### src/rtl/mipi_csi_pkg.sv
// mipi_csi_pkg: shared constants for the CSI-2 RX line sequencer.
//   - data-type codes for frame/line headers
//   - bits-per-pixel, word-count granule and pixels-per-granule per RAW type
//   - line sequencer state enum
package mipi_csi_pkg;

    localparam logic [5:0] DT_FS    = 6'h00;
    localparam logic [5:0] DT_FE    = 6'h01;
    localparam logic [5:0] DT_RAW10 = 6'h2B;
    localparam logic [5:0] DT_RAW12 = 6'h2C;
    localparam logic [5:0] DT_RAW14 = 6'h2D;

    localparam int unsigned BPP_RAW10 = 10;
    localparam int unsigned BPP_RAW12 = 12;
    localparam int unsigned BPP_RAW14 = 14;

    // Smallest byte count that packs a whole number of 2-pixel beats.
    localparam int unsigned WC_GRAN_RAW10 = 10;
    localparam int unsigned WC_GRAN_RAW12 = 6;
    localparam int unsigned WC_GRAN_RAW14 = 14;

    localparam int unsigned PIX_GRAN_RAW10 = WC_GRAN_RAW10 * 8 / BPP_RAW10;
    localparam int unsigned PIX_GRAN_RAW12 = WC_GRAN_RAW12 * 8 / BPP_RAW12;
    localparam int unsigned PIX_GRAN_RAW14 = WC_GRAN_RAW14 * 8 / BPP_RAW14;

    typedef enum logic [1:0] {
        ST_IDLE,
        ST_FRAME,
        ST_PAYLOAD,
        ST_DRAIN
    } seq_state_t;

endpackage

### src/rtl/mipi_csi_rx_wc_check.sv
// mipi_csi_rx_wc_check: combinational word-count validation for RAW line headers.
// Ports:
//   dt       in  header data type
//   wc       in  header word count (bytes)
//   wc_ok    out wc nonzero, multiple of the type granule, dt is RAW10/12/14
//   expected out pixels the line should produce (wc*8/bpp)
// Division by the granule uses reciprocal multiplication by constants
// (shift-add), then multiplies back to prove exact divisibility.
module mipi_csi_rx_wc_check
    import mipi_csi_pkg::*;
#(
    parameter int WC_WIDTH = 16
) (
    input  logic [5:0]          dt,
    input  logic [WC_WIDTH-1:0] wc,
    output logic                wc_ok,
    output logic [15:0]         expected
);
    logic [31:0] half, wc32, q10, q6, q14;

    // Every granule is 2*odd, so divide wc/2 by 5, 3 or 7. Reciprocal
    // constants are exact for any half-word count below 2^15.
    assign wc32 = 32'(wc);
    assign half = 32'(wc >> 1);
    assign q10  = (half * 32'd52429) >> 18;
    assign q6   = (half * 32'd43691) >> 17;
    assign q14  = (half * 32'd37450) >> 18;

    always_comb begin
        wc_ok    = 1'b0;
        expected = '0;
        case (dt)
            DT_RAW10: begin
                wc_ok    = (wc32 != 0) && (q10 * WC_GRAN_RAW10 == wc32);
                expected = 16'(q10 * PIX_GRAN_RAW10);
            end
            DT_RAW12: begin
                wc_ok    = (wc32 != 0) && (q6 * WC_GRAN_RAW12 == wc32);
                expected = 16'(q6 * PIX_GRAN_RAW12);
            end
            DT_RAW14: begin
                wc_ok    = (wc32 != 0) && (q14 * WC_GRAN_RAW14 == wc32);
                expected = 16'(q14 * PIX_GRAN_RAW14);
            end
            default: ;
        endcase
    end
endmodule

### src/rtl/mipi_csi_rx_line_sequencer.sv
// mipi_csi_rx_line_sequencer: frame/line controller in front of the 2-lane
// RAW depacker. Gates payload into the depacker, holds its packet type per
// line, waits for it to drain and checks the produced pixel count.
// Ports:
//   clk_i, reset_i (sync, active high)
//   pkt_valid_i/pkt_dt_i/pkt_wc_i     header strobe from packet decoder
//   payload_valid_i/payload_i         payload beats
//   depack_data_valid_o/depack_data_o/depack_packet_type_o  to depacker
//   depack_line_i/depack_out_valid_i  depacker status
//   frame_active_o, *_start_o/*_end_o pulses, line/pixel counts
//   err_wc_o/err_pix_o/err_seq_o      sticky errors
module mipi_csi_rx_line_sequencer
    import mipi_csi_pkg::*;
#(
    parameter int LANES          = 2,
    parameter int WC_WIDTH       = 16,
    parameter int LINE_CNT_WIDTH = 16,
    parameter int DRAIN_MAX      = 15
) (
    input  logic                      clk_i,
    input  logic                      reset_i,
    input  logic                      pkt_valid_i,
    input  logic [5:0]                pkt_dt_i,
    input  logic [WC_WIDTH-1:0]       pkt_wc_i,
    input  logic                      payload_valid_i,
    input  logic [8*LANES-1:0]        payload_i,
    output logic                      depack_data_valid_o,
    output logic [8*LANES-1:0]        depack_data_o,
    output logic [2:0]                depack_packet_type_o,
    input  logic                      depack_line_i,
    input  logic                      depack_out_valid_i,
    output logic                      frame_active_o,
    output logic                      frame_start_o,
    output logic                      frame_end_o,
    output logic                      line_start_o,
    output logic                      line_end_o,
    output logic [LINE_CNT_WIDTH-1:0] line_count_o,
    output logic [15:0]               pixel_count_o,
    output logic                      err_wc_o,
    output logic                      err_pix_o,
    output logic                      err_seq_o
);
    localparam int DC_W = $clog2(DRAIN_MAX + 1);

    seq_state_t          state;
    logic [WC_WIDTH-1:0] remaining;
    logic [15:0]         expected, pixcnt, pix_next, wc_expected;
    logic [DC_W-1:0]     drain_cnt;
    logic                fe_pending, wc_ok, hdr_fe, hdr_fs, hdr_raw, drain_exit;

    mipi_csi_rx_wc_check #(.WC_WIDTH(WC_WIDTH)) u_wc_check (
        .dt       (pkt_dt_i),
        .wc       (pkt_wc_i),
        .wc_ok    (wc_ok),
        .expected (wc_expected)
    );

    assign hdr_fe  = pkt_valid_i && (pkt_dt_i == DT_FE);
    assign hdr_fs  = pkt_valid_i && (pkt_dt_i == DT_FS);
    assign hdr_raw = pkt_valid_i && (pkt_dt_i == DT_RAW10 || pkt_dt_i == DT_RAW12 ||
                                     pkt_dt_i == DT_RAW14);
    assign drain_exit = !depack_line_i || (drain_cnt == DC_W'(DRAIN_MAX - 1));

    // Include this cycle's depacker output so a pulse coinciding with the
    // drain exit is not lost from the line total.
    always_comb begin
        pix_next = pixcnt;
        if (depack_out_valid_i && (state == ST_PAYLOAD || state == ST_DRAIN))
            pix_next = (pixcnt >= 16'hFFFE) ? 16'hFFFF : pixcnt + 16'd2;
    end

    always_ff @(posedge clk_i) begin
        if (reset_i) begin
            state                <= ST_IDLE;
            remaining            <= '0;
            expected             <= '0;
            pixcnt               <= '0;
            drain_cnt            <= '0;
            fe_pending           <= 1'b0;
            depack_data_valid_o  <= 1'b0;
            depack_data_o        <= '0;
            depack_packet_type_o <= 3'b011;
            frame_active_o       <= 1'b0;
            frame_start_o        <= 1'b0;
            frame_end_o          <= 1'b0;
            line_start_o         <= 1'b0;
            line_end_o           <= 1'b0;
            line_count_o         <= '0;
            pixel_count_o        <= '0;
            err_wc_o             <= 1'b0;
            err_pix_o            <= 1'b0;
            err_seq_o            <= 1'b0;
        end else begin
            frame_start_o       <= 1'b0;
            frame_end_o         <= 1'b0;
            line_start_o        <= 1'b0;
            line_end_o          <= 1'b0;
            depack_data_valid_o <= 1'b0;
            pixcnt              <= pix_next;
            case (state)
                ST_IDLE: begin
                    if (hdr_fs) begin
                        state          <= ST_FRAME;
                        frame_start_o  <= 1'b1;
                        frame_active_o <= 1'b1;
                        line_count_o   <= '0;
                    end else if (pkt_valid_i) begin
                        err_seq_o <= 1'b1;
                    end
                end
                ST_FRAME: begin
                    if (hdr_fe) begin
                        frame_end_o    <= 1'b1;
                        frame_active_o <= 1'b0;
                        state          <= ST_IDLE;
                    end else if (hdr_raw) begin
                        if (wc_ok) begin
                            remaining            <= pkt_wc_i;
                            expected             <= wc_expected;
                            depack_packet_type_o <= pkt_dt_i[2:0];
                            line_start_o         <= 1'b1;
                            pixcnt               <= '0;
                            state                <= ST_PAYLOAD;
                        end else begin
                            err_wc_o <= 1'b1;
                        end
                    end
                end
                ST_PAYLOAD: begin
                    drain_cnt <= '0;
                    if (payload_valid_i) begin
                        depack_data_o       <= payload_i;
                        depack_data_valid_o <= 1'b1;
                        if (remaining <= WC_WIDTH'(2)) begin
                            remaining <= '0;
                            state     <= ST_DRAIN;
                        end else begin
                            remaining <= remaining - WC_WIDTH'(2);
                        end
                    end
                    // Headers mid-line are protocol errors; FE aborts the line.
                    if (pkt_valid_i) begin
                        err_seq_o <= 1'b1;
                        if (hdr_fe) begin
                            fe_pending <= 1'b1;
                            state      <= ST_DRAIN;
                        end
                    end
                end
                ST_DRAIN: begin
                    if (pkt_valid_i) err_seq_o <= 1'b1;
                    if (hdr_fe) fe_pending <= 1'b1;
                    if (drain_exit) begin
                        line_end_o    <= 1'b1;
                        pixel_count_o <= pix_next;
                        line_count_o  <= line_count_o + LINE_CNT_WIDTH'(1);
                        // Still busy here means timeout, which is a pixel error too.
                        if (depack_line_i || pix_next != expected) err_pix_o <= 1'b1;
                        if (fe_pending || hdr_fe) begin
                            frame_end_o    <= 1'b1;
                            frame_active_o <= 1'b0;
                            fe_pending     <= 1'b0;
                            state          <= ST_IDLE;
                        end else begin
                            state <= ST_FRAME;
                        end
                    end else begin
                        drain_cnt <= drain_cnt + DC_W'(1);
                    end
                end
                default: state <= ST_IDLE;
            endcase
        end
    end
endmodule

### config.mk
export PLATFORM = sky130hd
export DESIGN_NAME = mipi_csi_rx_line_sequencer
export DESIGN_NICKNAME = d
export VERILOG_FILES = /design/src/rtl/mipi_csi_pkg.sv /design/src/rtl/mipi_csi_rx_wc_check.sv /design/src/rtl/mipi_csi_rx_line_sequencer.sv
export SDC_FILE = /design/constraint.sdc
export NUM_CORES = 1
export LEC_CHECK = 0
export BUFFER_PORTS_ARGS = -buffer_cell sky130_fd_sc_hd__buf_2
export CORE_MARGIN = 3
export CORE_UTILIZATION = 35
export DETAILED_ROUTE_END_ITERATION = 12
export HOLD_SLACK_MARGIN = 0.12
export MAX_ROUTING_LAYER = met4
export PLACE_DENSITY = 0.52
export SETUP_SLACK_MARGIN = 0.2
export SLEW_MARGIN = 10
export SYNTH_ARGS = -nofsm -noshare
export SYNTH_HDL_FRONTEND = slang
export SYNTH_SLANG_ARGS = --single-unit
### constraint.sdc
create_clock -name clk_i -period 18.1 [get_ports clk_i]
set_clock_uncertainty 0.2 [all_clocks]
set_input_delay 3.62 -clock clk_i [delete_from_list [all_inputs] [get_ports clk_i]]
set_output_delay 3.62 -clock clk_i [all_outputs]
set_load 0.03 [all_outputs]
# Word level (Yosys, flattened, before mapping)
# Cells that the tools add are included.
[word_totals]
wordCells = 153
register_bits = 115
output_inout_bits = 60
[op_classes]
eq_ne = 25
order_cmp = 2
add_sub_neg = 4
n_mux = 51
n_reduce_logical = 39
bitwise = 7
mul = 6
[op_table]
columns = ["operator", "count"]
rows = [
  ["$mux 16", 13],
  ["$eq 32x16->1", 3],
  ["$pmux 16 s2", 2],
  ["$mul 15x16->31 const B", 2],
  ["$pmux 16 s3", 1],
  ["$mul 14x3->17 const B", 2],
  ["$reduce_bool 32->1", 1],
  ["$mul 15x15->30 const B", 1],
  ["$eq 6x6->1 const B", 3],
  ["$mux 1", 18],
  ["$mux 2", 9],
  ["$ne 2x2->1 const B", 9],
  ["$mul 15x2->17 const B", 1],
  ["$add 16x1->16 const B", 1],
  ["$add 16x2->16 const B", 1],
  ["$ge 16x16->1 const B", 1],
  ["$le 16x2->1 const B", 1],
  ["$ne 16x16->1", 1],
  ["$sub 16x2->16 const B", 1],
  ["$reduce_and 4->1", 3],
  ["$reduce_and 2->1", 5],
  ["$reduce_and 5->1", 2],
  ["$pmux 2 s4", 1],
  ["$pmux 4 s2", 1],
  ["other kinds (22)", 51],
]

# Longest topological paths before layout
# Gate-level depths: netlist of run 1.
[depth]
depth_word = 9
ltp_mapped = 38
mapped_depth_nobuf = 36

# Hierarchy
# A second synthesis of run 1 with hierarchy kept.
[unflattened]
cells_unflattened = 1986
hier_area_um2 = 17713.2
[by_module_without_submodules]
columns = ["mod", "instances", "seq_area_each_um2", "cells_each", "area_each_um2"]
rows = [
  ["mipi_csi_rx_wc_check", 1, 0.0, 1324, 12438.2],
  ["mipi_csi_rx_line_sequencer", 1, 2302.2, 662, 5275.1],
]

# Least setup slack after synthesis of run 1
# No wires, ideal clock.
[synth_path]
kind = "in2reg"
startpoint = "in pkt_wc_i[13]"
endpoint = "reg expected[12]"
arrival_time_ns = 11.394
n_path_buf = 2
path_slack_ns = 6.379
setup_time_ns = 0.128
t_required_ns = 17.772
cell_stages = 35
cell_sequence = "ha_1 -> ha_1 -> ha_1 -> fa_1 -> fa_1 -> inv_1 -> fa_1 -> inv_1 -> ha_1 -> and4_1 -> a31oi_1 -> a21boi_1 -> o211a_1 -> inv_1 -> a21oi_1 -> xnor2_1 -> inv_1 -> fa_1 -> inv_1 -> ha_1 -> fa_1 -> a211o_1 -> a211o_1 -> a31o_1 -> a21oi_2 -> xor2_1 -> nor2_1 -> a211oi_2 -> xnor2_1 -> a2111oi_4 -> and4_1 -> buf_6 -> buf_6 -> mux2i_1 -> nor2_1"
[synth_via]
elab_chain_cells = 6
elab_cells_between_ends = 16
classes_between = "mul: 6; eq/ne: 3; mux: 2; reduce/logical: 5"
[synth_rtl]
columns = ["element", "line", "text"]
rows = [
  ["start: declaration", "mipi_csi_rx_line_sequencer.sv:24", "input logic [WC_WIDTH-1:0] pkt_wc_i,"],
  ["$mul 15x16->31, or another cell as far along", "mipi_csi_rx_wc_check.sv:26", "assign q6 = (half * 32'd43691) >> 17;"],
  ["$mul 15x2->17, or another cell as far along", "mipi_csi_rx_wc_check.sv:38", "wc_ok = (wc32 != 0) && (q6 * WC_GRAN_RAW12 == wc32);"],
  ["$eq 32x16->1 (on tied branches)", "mipi_csi_rx_wc_check.sv:38, mipi_csi_rx_wc_check.sv:34, mipi_csi_rx_wc_check.sv:42", ""],
  ["$logic_and 1x1->1 (on tied branches)", "mipi_csi_rx_wc_check.sv:38, mipi_csi_rx_wc_check.sv:34, mipi_csi_rx_wc_check.sv:42", ""],
  ["$pmux 1 s3", "mipi_csi_rx_wc_check.sv:32", "case (dt)"],
  ["$reduce_and 4->1 (no line)", "n/a", ""],
  ["end signal: assignment", "mipi_csi_rx_line_sequencer.sv:119", "expected <= wc_expected;"],
  ["end: declaration", "mipi_csi_rx_line_sequencer.sv:47", "logic [15:0] expected, pixcnt, pix_next, wc_expected;"],
]
# Several ways; a longest one is shown, not always the timed one.
# A chain may end at the register's enable or synchronous reset.

# Worst setup path after layout of run 1
[layout_path]
startpoint = "in pkt_wc_i[10]"
endpoint = "reg pixcnt[13]"
[layout_via]
elab_chain_cells = 9
elab_cells_between_ends = 18
classes_between = "mul: 6; eq/ne: 3; mux: 5; reduce/logical: 4"
[layout_rtl]
columns = ["element", "line", "text"]
rows = [
  ["$mul 15x16->31, or another cell as far along", "mipi_csi_rx_wc_check.sv:26", ""],
  ["$mul 15x2->17, or another cell as far along", "mipi_csi_rx_wc_check.sv:38", ""],
  ["$eq 32x16->1 (on tied branches)", "mipi_csi_rx_wc_check.sv:38, mipi_csi_rx_wc_check.sv:34, mipi_csi_rx_wc_check.sv:42", ""],
  ["$logic_and 1x1->1 (on tied branches)", "mipi_csi_rx_wc_check.sv:38, mipi_csi_rx_wc_check.sv:34, mipi_csi_rx_wc_check.sv:42", ""],
  ["$pmux 1 s3 (*)", "mipi_csi_rx_wc_check.sv:32", ""],
  ["$mux 16 (*)", "mipi_csi_rx_line_sequencer.sv:117", "if (wc_ok) begin"],
  ["$mux 16 (*)", "mipi_csi_rx_line_sequencer.sv:116", "end else if (hdr_raw) begin"],
  ["$mux 16 (*)", "mipi_csi_rx_line_sequencer.sv:112", "if (hdr_fe) begin"],
  ["$mux 16 (*)", "mipi_csi_rx_line_sequencer.sv:100", "case (state)"],
  ["end signal: assignment", "mipi_csi_rx_line_sequencer.sv:99", "pixcnt <= pix_next;"],
  ["end: declaration", "mipi_csi_rx_line_sequencer.sv:47", ""],
]
# Every way passes the cells marked *; elsewhere a longest branch is shown, timed or not.

==> qor.yml, run 1 <==
cts.root.buffer_cell: "clkbuf_16"
hold_viol_final: 0
clk_path_buf_depth: 2
slew_viol_final: 0
reg2reg_from: "state[1]$_SDFFE_PP0P_"
worstSetupPathType: "input port to flip-flop"
max_freq_mhz: 70.2
via_per_inst: 5.19
tns_ps: 0
insertion_delay_ps: 410
areaGrowthSynthToFinish_pct: 10.4
synth.avg_cell_area_sq_um: 8.89
syn_inst: 2004
relSlewSlack_pct: 26.5
core_sq_mm: 0.0503
cp_max_fo: 28
fin_crit_ps: 14240
worst_hold_path_type: "flip-flop to flip-flop"
port_buffers: 103
min_to: "depack_data_o[12]$_SDFFE_PP0P_"
startpoint: "pkt_wc_i[10]"
drt_iter0_drc: 800
path_delay_family: "adder cells"
crit_buf_inv: 7
wire_per_inst_um: 18.3
worstMarginPinSlew_ps: 1100
yosysWarnings: 0
end_kind: "flip-flop"
setup-violations-final: 0
overflow: 0
ys_ff_latch: 113
reg2reg_to: "err_pix_o$_SDFFE_PP0P_"
synth_top_cell_by_area: "ha_1"
startpoint_type: "input port"
place.gp.congestion: 0.896
cp.required_ps: 18170
die-height_um: 232
grt_use_total_pct: 19.8
initial_core_util_pct: 35.5
post-place-ws_ps: 3590
reg2reg_setup_slack_ps: 14750
crit_slowest_cell: "nand2b_1"
cts_resized: 0
min_from: "depack_data_o[12]$_SDFFE_PP0P_"
die_area_sq_mm: 0.0537
die_x_um: 232
min_period_over_period_pct: 78.7
drive_gt1_share_pct: 8.57
cts_sinks: 113
dr.pass1.iters: 5
hold_depth: 2
maxCapViolCount: 0
synth_area_sq_mm: 0.0178
worstPathArrival_ps: 14310
ys.flop_type: "dfxtp_1"
vias: 14400
synth_cell_types: 76
yosys.area.top_type_share_pct: 26.7
final_antenna_net_count: 0
status: "completed"
synthArstFlopShare_pct: 0
syn_nets: 2592
numCtsBuffers: 17
drc: 0
grt_pass1_vias: 14700
cts_hold_buffers: 0
cts_tree: "built"
cts_setup_buffers: 0
clk_pin_slew_worst_paths_ps: 60
antenna_found_initial: 1
grt_pass1_wl_um: 81500
cp.depth: 33
rsz0062_at_grt: "false"
setup_slack_ps: 3860
htree_levels: 4
fin_nets: 2675
ys_seq_area_share_pct: 12.7
hpwlAfterDp_um: 41400
synth.area.top_cells: "ha_1 27%, fa_1 18%, dfxtp_1 13%, inv_1 6.1%, xnor2_1 3.4%"
synth_edf_count: 0
pin_count: 104
max_stage_delay_ps: 810
routed_wl_um: 50800
num_rows: 82
worst_r2r_path_depth: 12
grt_max_degree: 92
==> cells in the mapped netlist (all sizes together) (7+ instances only) <==
cell,count
ha,380
inv,289
fa,164
nor2,154
a21oi,121
nand2,119
dfxtp,113
xnor2,70
o21ai,51
xor2,49
nor3,40
a21o,38
clkbuf,35
nand3,33
a211oi,30
nand4,26
and3,18
mux2i,17
o21a,17
nand2b,14
nor2b,14
a221oi,13
and2,13
a31oi,11
nand4b,11
o22ai,11
o31ai,11
or3,11
buf,10
nor4,10
a211o,9
or2,9
o211ai,8
a22oi,7
and4,7
nand3b,7
==> per-layer routing <==
metal  wire, um  vias to the layer above  track usage (%)
li1           -                     7099                -
met3       2150                       38             3.00
met2      24100                      272             32.4
met1      23700                     6994             26.3
met4        842                        0             3.81
met5          0                        -                -
==> state kept, by name, indices dropped and copies added (netlist names) <==
| signal | cells |
|---|---|
| fe_pending | 1 |
| depack_data_o | 16 |
| depack_packet_type_o | 3 |
| line_end_o | 1 |
| remaining | 16 |
| err_pix_o | 1 |
| frame_start_o | 1 |
| line_count_o | 16 |
| err_wc_o | 1 |
| depack_data_valid_o | 1 |
| line_start_o | 1 |
| expected | 14 |
| frame_end_o | 1 |
| err_seq_o | 1 |
| frame_active_o | 1 |
| pixel_count_o | 16 |
| state | 2 |
| pixcnt | 16 |
| drain_cnt | 4 |
==> worst reg2reg max path, stage by stage (launching register included) <==
cell,delay [ps]
dfxtp_1,750
nand4_1,250
nor2_1,290
and4_1,310
nand2_1,90
xor2_1,120
and2_1,240
xor2_1,170
nand4_1,140
nor4_1,310
nand4_1,140
a21oi_1,160
nor2_1,50
==> how the worst max path moves through the flow <==
stage	to	slack, ps
floorplan	expected[12]$_SDFFE_PP0P_	6380
global placement	pixcnt[11]$_SDFF_PP0_	3690
detailed placement	pixcnt[6]$_SDFF_PP0_	3590
CTS	pixcnt[10]$_SDFF_PP0_	3990
global route	pixcnt[12]$_SDFF_PP0_	3360
finish	pixcnt[13]$_SDFF_PP0_	3860
==> kinds of logic after synthesis <==
kind of cell             after synthesis  share of synthesized area (%)
buffers and inverters                334                           7.19
AND/OR/NAND/NOR                      495                           13.5
adder cells (fa/ha/maj)              544                           45.1
multiplexers                          22                           1.27
AO/OA/AOI/OAI                        377                           14.3
flip-flops                           113                           12.7
XOR/XNOR                             119                           5.93
==> stage by stage <==
step                utilization [%]  instance area, sq um  instances  hold WS (ps)
floorplan                         -                 17800       2004           238
global placement               37.9                 19000       2740           240
detailed placement             37.9                 19000       2740           242
CTS                            39.1                 19700       2772           252
global route                   39.1                 19700       2773           273
finish                         39.1                 19700       2773           248
==> final cells by class <==
type	instances	area, sq um
diodes	1	2.50
clock buffers	18	439
clock inverters	14	203
fillers	5103	30600
inverters	289	1080
multi-input cells	1557	14300
flip-flops and latches	113	2260
well taps	672	841
repair buffers	109	561
==> layout by cell type, fill, tap and decap left out, drive strengths merged, types with 9 or more instances in the layout <==
| master | n |
|---|---|
| ha | 380 |
| inv | 292 |
| fa | 164 |
| nor2 | 154 |
| a21oi | 121 |
| nand2 | 119 |
| dfxtp | 113 |
| buf | 109 |
| xnor2 | 70 |
| o21ai | 51 |
| xor2 | 49 |
| nor3 | 40 |
| a21o | 38 |
| nand3 | 33 |
| a211oi | 30 |
| nand4 | 26 |
| and3 | 18 |
| clkbuf | 18 |
| o21a | 17 |
| mux2i | 17 |
| nor2b | 14 |
| nand2b | 14 |
| a221oi | 13 |
| and2 | 13 |
| nand4b | 11 |
| a31oi | 11 |
| o22ai | 11 |
| or3 | 11 |
| o31ai | 11 |
| nor4 | 10 |
| a211o | 9 |
| or2 | 9 |
Power of run 1 is left out: the tool's default activity adds up to more than one toggle a clock period on the data nets, which glitch-free logic cannot reach.
==> inputs of run 2 (changes only) <==
--- a/config.mk
+++ b/config.mk
@@ -5,13 +5,14 @@
 export SDC_FILE = /design/constraint.sdc
 export NUM_CORES = 1
 export LEC_CHECK = 0
+export ABC_AREA = 1
 export BUFFER_PORTS_ARGS = -buffer_cell sky130_fd_sc_hd__buf_2
 export CORE_MARGIN = 3
 export CORE_UTILIZATION = 35
 export DETAILED_ROUTE_END_ITERATION = 12
 export HOLD_SLACK_MARGIN = 0.12
 export MAX_ROUTING_LAYER = met4
-export PLACE_DENSITY = 0.52
+export PLACE_DENSITY = 0.53
 export SETUP_SLACK_MARGIN = 0.2
 export SLEW_MARGIN = 10
 export SYNTH_ARGS = -nofsm -noshare
==> constraint.sdc (replaced) <==
create_clock -name clk_i -period 11.85 [get_ports clk_i]
set_clock_uncertainty 0.2 [all_clocks]
set_input_delay 2.37 -clock clk_i [delete_from_list [all_inputs] [get_ports clk_i]]
set_output_delay 2.37 -clock clk_i [all_outputs]
set_load 0.03 [all_outputs]
==> run 2 against run 1 <==
- core utilization is essentially flat
- routed wire length grew 13%
- critical path depth grew 5
- clock-buffer cell count grew 4
- critical path type unchanged
- critical endpoint is now remaining[3]$_SDFFE_PP0P_
==> qor.yml, run 2 <==
worstMarginPinSlew_ps: 819  # -280 ps
cts_hold_buffers: 0  # unchanged
numCtsBuffers: 17  # unchanged
maxCapViolCount: 0  # unchanged
insertion_delay_ps: 410  # about the same
synth-compound-area-share_pct: 9.23  # -5.1 points
relSlewSlack_pct: 45.3  # +19 points
drive_gt1_share_pct: 7.13  # -1.4 points
die_x_um: 240  # +3.5%
place.gp.congestion: 0.958  # +6.9%
grt_pass1_vias: 17100  # +16%
synthXorXnorAreaFrac_pct: 3.02  # -2.9 points
setup_slack_ps: 1090  # -2770 ps
min_period_over_period_pct: 90.8
cts_setup_buffers: 0  # unchanged
status: "completed"
synth_area_sq_mm: 0.0191  # +7.4%
ys_seq_area_share_pct: 11.8  # -0.88 points
cts.root.buffer_cell: "clkbuf_16"
slew_viol_final: 0  # unchanged
ys_top_cells_by_count: "537 x nand2_1, 489 x inv_1, 380 x ha_1"
grt_use_total_pct: 20.8  # +0.96 points
synthArstFlopShare_pct: 0  # unchanged
synth.area.top_cells: "ha_1 25%, fa_1 17%, dfxtp_1 12%, nand2_1 11%, inv_1 9.6%"
ys_ff_latch: 113  # unchanged
dr.pass1.iters: 5  # unchanged
port_buffers: 103  # unchanged
post-place-ws_ps: 756  # -2830 ps
initial_core_util_pct: 35.5  # +0.055 points
rsz0062_at_grt: "false"
ys.flop_type: "dfxtp_1"
final_cell_mix: "537 x nand2_1, 488 x inv_1, 380 x ha_1, 193 x nor2_1, 186 x nand3_1"
clk_pin_slew_worst_paths_ps: 50  # about the same
antenna_found_initial: 1  # unchanged
post-route-util_pct: 39.2  # +0.044 points
synth_most_common_cell: "nand2_1"
synth_cell_types: 54  # -29%
final_antenna_net_count: 0  # unchanged
hpwlAfterDp_um: 48800  # +18%
worstSetupPathType: "input port to flip-flop"
crit_slowest_cell: "fa_1"
worstPathArrival_ps: 10860  # -3450 ps
muxShareOfSynthArea_pct: 0.0523  # -1.2 points
synth_edf_count: 0  # unchanged
synth_top_cell_by_area: "ha_1"
die-height_um: 240  # +3.5%
syn_inst: 2602  # +30%
core_sq_mm: 0.0539  # +7.3%
synth_top_family_by_area: "adder cells"
clk_path_buf_depth: 2  # unchanged
fin_nets: 3296  # +23%
drt_iter0_drc: 964  # +21%
cts_tree: "built"
num_rows: 85  # +3.7%
startpoint_type: "input port"
grt_max_degree: 57  # -38%
routed_wl_um: 57500  # +13%
die_area_sq_mm: 0.0575  # +7.2%
holdWs_ps: 261  # +12.5 ps
vias: 17100  # +19%
areaGrowthSynthToFinish_pct: 10.4  # about the same
drc: 0  # unchanged
cp_max_fo: 31  # +11%
overflow: 0  # unchanged
tns_ps: 0  # unchanged
cts_resized: 0  # unchanged
worst_hold_path_type: "flip-flop to flip-flop"
layout_commonest_cell: "nand2_1"
end_kind: "flip-flop"
yosys.area.top_type_share_pct: 24.8  # -1.8 points
cp_common_cell: "nand2_1"
fin_crit_ps: 10760
max_stage_delay_ps: 580  # -230 ps
setup-violations-final: 0  # unchanged
grt_pass1_wl_um: 91400  # +12%
wire_per_inst_um: 16.8  # -8.1%
syn_nets: 3190  # +23%
synth.avg_cell_area_sq_um: 7.36  # -17%
htree_levels: 4  # unchanged
cp.required_ps: 11950  # -6220 ps
hold_viol_final: 0  # unchanged
pin_count: 104  # unchanged
via_per_inst: 5.00  # -3.7%
cts_sinks: 113  # unchanged
max_freq_mhz: 92.9
yosysWarnings: 0  # unchanged
yosys.area_share.simple_pct: 23.2  # +9.7 points
synth-adder-area-share_pct: 42.0  # -3.1 points
-- run 2: cell types whose count changed in the layout (fill, tap and decap cells not counted), sizes merged, moves of 22 or more --
cell | before | now
a21o | 38 | 16
xnor2 | 70 | 26
a21oi | 121 | 159
nor2 | 154 | 196
a211oi | 30 | 5
nand2 | 119 | 542
inv | 292 | 492
nand3 | 33 | 188
-- run 2: final timing paths --
kind	startpoint	endpoint	slack, ps	cells after the start
worst max register to register	state[1]$_SDFFE_PP0P_	remaining[15]$_SDFFE_PP0P_	8660	11
worst min register to register	depack_data_o[4]$_SDFFE_PP0P_	depack_data_o[4]$_SDFFE_PP0P_	260	2
worst max-delay path	pkt_wc_i[5]	remaining[3]$_SDFFE_PP0P_	1090	38
worst min-delay path	depack_data_o[4]$_SDFFE_PP0P_	depack_data_o[4]$_SDFFE_PP0P_	260	2
-- run 2: routing by layer --
metal	vias up	share of wire (%)	global-route usage, %
li1	8637	-	-
met1	8048	45	26.5
met2	345	48	35.5
met3	64	4.1	2.12
met4	0	2.4	5.08
met5	-	0	-
-- run 2: through the flow --
step / instance area [sq um] / std cells
6_report: 21100 / 3417
5_1_grt: 21100 / 3417
4_1_cts: 21100 / 3416
3_5_place_dp: 20500 / 3385
3_3_place_gp: 20500 / 3385
2_1_floorplan: 19100 / 2602
-- run 2: area by class of cell --
cell class,instances,area [sq um]
diodes,1,2.50
inverters,497,1870
multi-input cells,1956,14800
well taps,696,871
flip-flops and latches,113,2260
fillers,5681,32800
clock inverters,9,130
clock buffers,22,484
repair buffers,123,666
-- run 2: cell families after synthesis --
logic type / Yosys count
simple gates: 1035
fa+ha+maj: 544
buf+inv: 533
compound gates: 310
flops: 113
xor+xnor: 66
mux: 1
-- run 2: critical path: cells and delay by family --
family	cells	cell delay, ps
simple gates	19	2230
xor+xnor	1	360
fa+ha+maj	9	3960
buf+inv	5	1040
compound gates	4	860
Power of run 2 is left out for the same reason.
==> inputs of run 3 (changes only) <==
--- a/config.mk
+++ b/config.mk
@@ -8,12 +8,13 @@
 export ABC_AREA = 1
 export BUFFER_PORTS_ARGS = -buffer_cell sky130_fd_sc_hd__buf_2
 export CORE_MARGIN = 3
-export CORE_UTILIZATION = 35
+export CORE_UTILIZATION = 45
 export DETAILED_ROUTE_END_ITERATION = 12
 export HOLD_SLACK_MARGIN = 0.12
 export MAX_ROUTING_LAYER = met4
-export PLACE_DENSITY = 0.53
+export PLACE_DENSITY = 0.65
 export SETUP_SLACK_MARGIN = 0.2
+export SKIP_CTS_REPAIR_TIMING = 1
 export SLEW_MARGIN = 10
 export SYNTH_ARGS = -nofsm -noshare
 export SYNTH_HDL_FRONTEND = slang
==> run 3 against run 2 <==
- first-iteration DRC count grew 16%
- maximum frequency is 0.91% lower
- critical path depth rose by 2
- flip-flop and latch count did not move
- final cell count decreased by 4.9%
- via count rose by 1.6%
- largest cell class unchanged
- routed wire length shrank 2.6%
- non-clock buffer count fell by 3
- register-to-register slack got worse by 20 ps
- cell area is 1.1% lower
- clock-buffer cell count fell by 2
==> qor.yml, run 3 (synthesis results as in run 2) <==
status: "completed"
final_antenna_net_count: 0  # unchanged
crit_slowest_cell: "fa_1"
startpoint_type: "input port"
worstMarginPinSlew_ps: 1150  # +334 ps
htree_levels: 4  # unchanged
hold_viol_final: 0  # unchanged
rsz0062_at_grt: "false"
cts.root.buffer_cell: "clkbuf_16"
cts_sinks: 113  # unchanged
diodes: 0  # -1
place_inst: 3218  # -4.9%
crit_buf_inv: 7  # +2
die-height_um: 212  # -12%
grt_max_degree: 57  # unchanged
die_x_um: 212  # -12%
drt_iter0_drc: 1116  # +16%
fillers: 4147  # -27%
core_sq_mm: 0.0414  # -23%
place.gp.congestion: 0.999  # +4.2%
final_cells: 3250  # -4.9%
antenna_found_initial: 0  # -1
min_period_over_period_pct: 91.6  # +0.83 points
insertion_delay_ps: 410  # about the same
clk_path_buf_depth: 2  # unchanged
grt_use_total_pct: 25.8  # +5.0 points
grt_pass1_wl_um: 89500  # -2.1%
path_delay_family: "adder cells"
cp.required_ps: 11950  # about the same
max_freq_mhz: 92.1  # -0.91%
max_stage_delay_ps: 570  # about the same
numCtsBuffers: 17  # unchanged
cts_tree: "built"
grtUsageMet3_pct: 3.25  # +1.1 points
tns_ps: 0  # unchanged
top_usage_layer: "met2"
via_per_inst: 5.34  # +6.8%
maxCapViolCount: 0  # unchanged
layout_commonest_cell: "nand2_1"
routed_wl_um: 56000  # -2.6%
end_kind: "flip-flop"
worstSetupPathType: "input port to flip-flop"
fin_crit_ps: 10860  # +98.4 ps
worstPathArrival_ps: 10960  # +100 ps
num_rows: 74  # -13%
areaGrowthSynthToFinish_pct: 9.18
reg2reg_setup_slack_ps: 8640  # -20 ps
grt_pass1_vias: 17300  # +1.4%
worst_hold_path_type: "flip-flop to flip-flop"
setup-violations-final: 0  # unchanged
drc: 0  # unchanged
port_buffers: 103  # unchanged
drive_gt1_share_pct: 7.10  # -0.032 points
fin_nets: 3293  # -0.091%
initial_core_util_pct: 46.3  # +11 points
use_met1_pct: 33.4  # +6.9 points
vias: 17400  # +1.6%
hpwlAfterDp_um: 47300  # -3.2%
clk_pin_slew_worst_paths_ps: 60  # about the same
cp_common_cell: "nand2_1"
pin_count: 104  # unchanged
final_cell_mix: "537 x nand2_1, 488 x inv_1, 380 x ha_1, 193 x nor2_1, 186 x nand3_1"
die_area_sq_mm: 0.0451  # -22%
wire_per_inst_um: 17.2  # +2.4%
overflow: 0  # unchanged
dr.pass1.iters: 5  # unchanged
cp_max_fo: 31  # unchanged
slew_viol_final: 0  # unchanged
relSlewSlack_pct: 23.1  # -22 points
grt_use_met2_pct: 42.1  # +6.6 points
run 3: cell types whose count changed in the layout (fill, tap and decap cells not counted):
cell | before | now
clkinvlp_4 | 1 | 4
nor4_1 | 8 | 7
diode_2 | 1 | 0
clkinv_2 | 5 | 4
clkinv_4 | 2 | 1
buf_4 | 20 | 17
clkbuf_8 | 4 | 2
nor4_2 | 0 | 1
inv_6 | 0 | 2
run 3: area by class of cell:
class	instances	area (sq um)	area share, %
repair buffers	120	643	3.08
clock inverters	12	156	0.748
flip-flops and latches	113	2260	10.8
multi-input cells	1956	14900	71.0
well taps	532	666	3.18
clock buffers	20	457	2.18
inverters	497	1870	8.94
run 3: metrics by stage:
| stage | utilization [%] | instance area, sq um | worst slack (ps) | hold WS, ps |
|---|---|---|---|---|
| 2_1_floorplan | - | 19100 | 2260 | 230 |
| 3_3_place_gp | 49.0 | 20300 | 512 | 236 |
| 5_1_grt | 50.5 | 20900 | 272 | 271 |
| 6_report | 50.5 | 20900 | 990 | 255 |
| 4_1_cts | 50.5 | 20900 | 906 | 259 |
| 3_5_place_dp | 49.0 | 20300 | 454 | 249 |
run 3: per-layer routing:
metal	vias up	part of all wire, %	wire length (um)
met3	103	5.6	3140
li1	8627	-	-
met5	-	0	0
met4	0	3.6	2020
met1	8122	45	25000
met2	507	46	25900
run 3: worst register-to-register path, stage by stage, from the launching register on:
cell and delay [ps]:
dfxtp_1 460, inv_1 90, nor2_1 100, buf_4 270, inv_1 320, nor2_1 510, clkinv_1 440, nor2_1 300
a22oi_1 170, nand3_1 130, nand2_1 70, nor2_1 90
run 3: worst paths after layout:
path / start / cells after the start / end
worst min-delay path: err_pix_o$_SDFFE_PP0P_ / 2 / err_pix_o$_SDFFE_PP0P_
worst min register to register: err_pix_o$_SDFFE_PP0P_ / 2 / err_pix_o$_SDFFE_PP0P_
worst max register to register: state[1]$_SDFFE_PP0P_ / 11 / remaining[15]$_SDFFE_PP0P_
worst max-delay path: pkt_wc_i[15] / 40 / remaining[1]$_SDFFE_PP0P_
Power of run 3 is left out for the same reason.
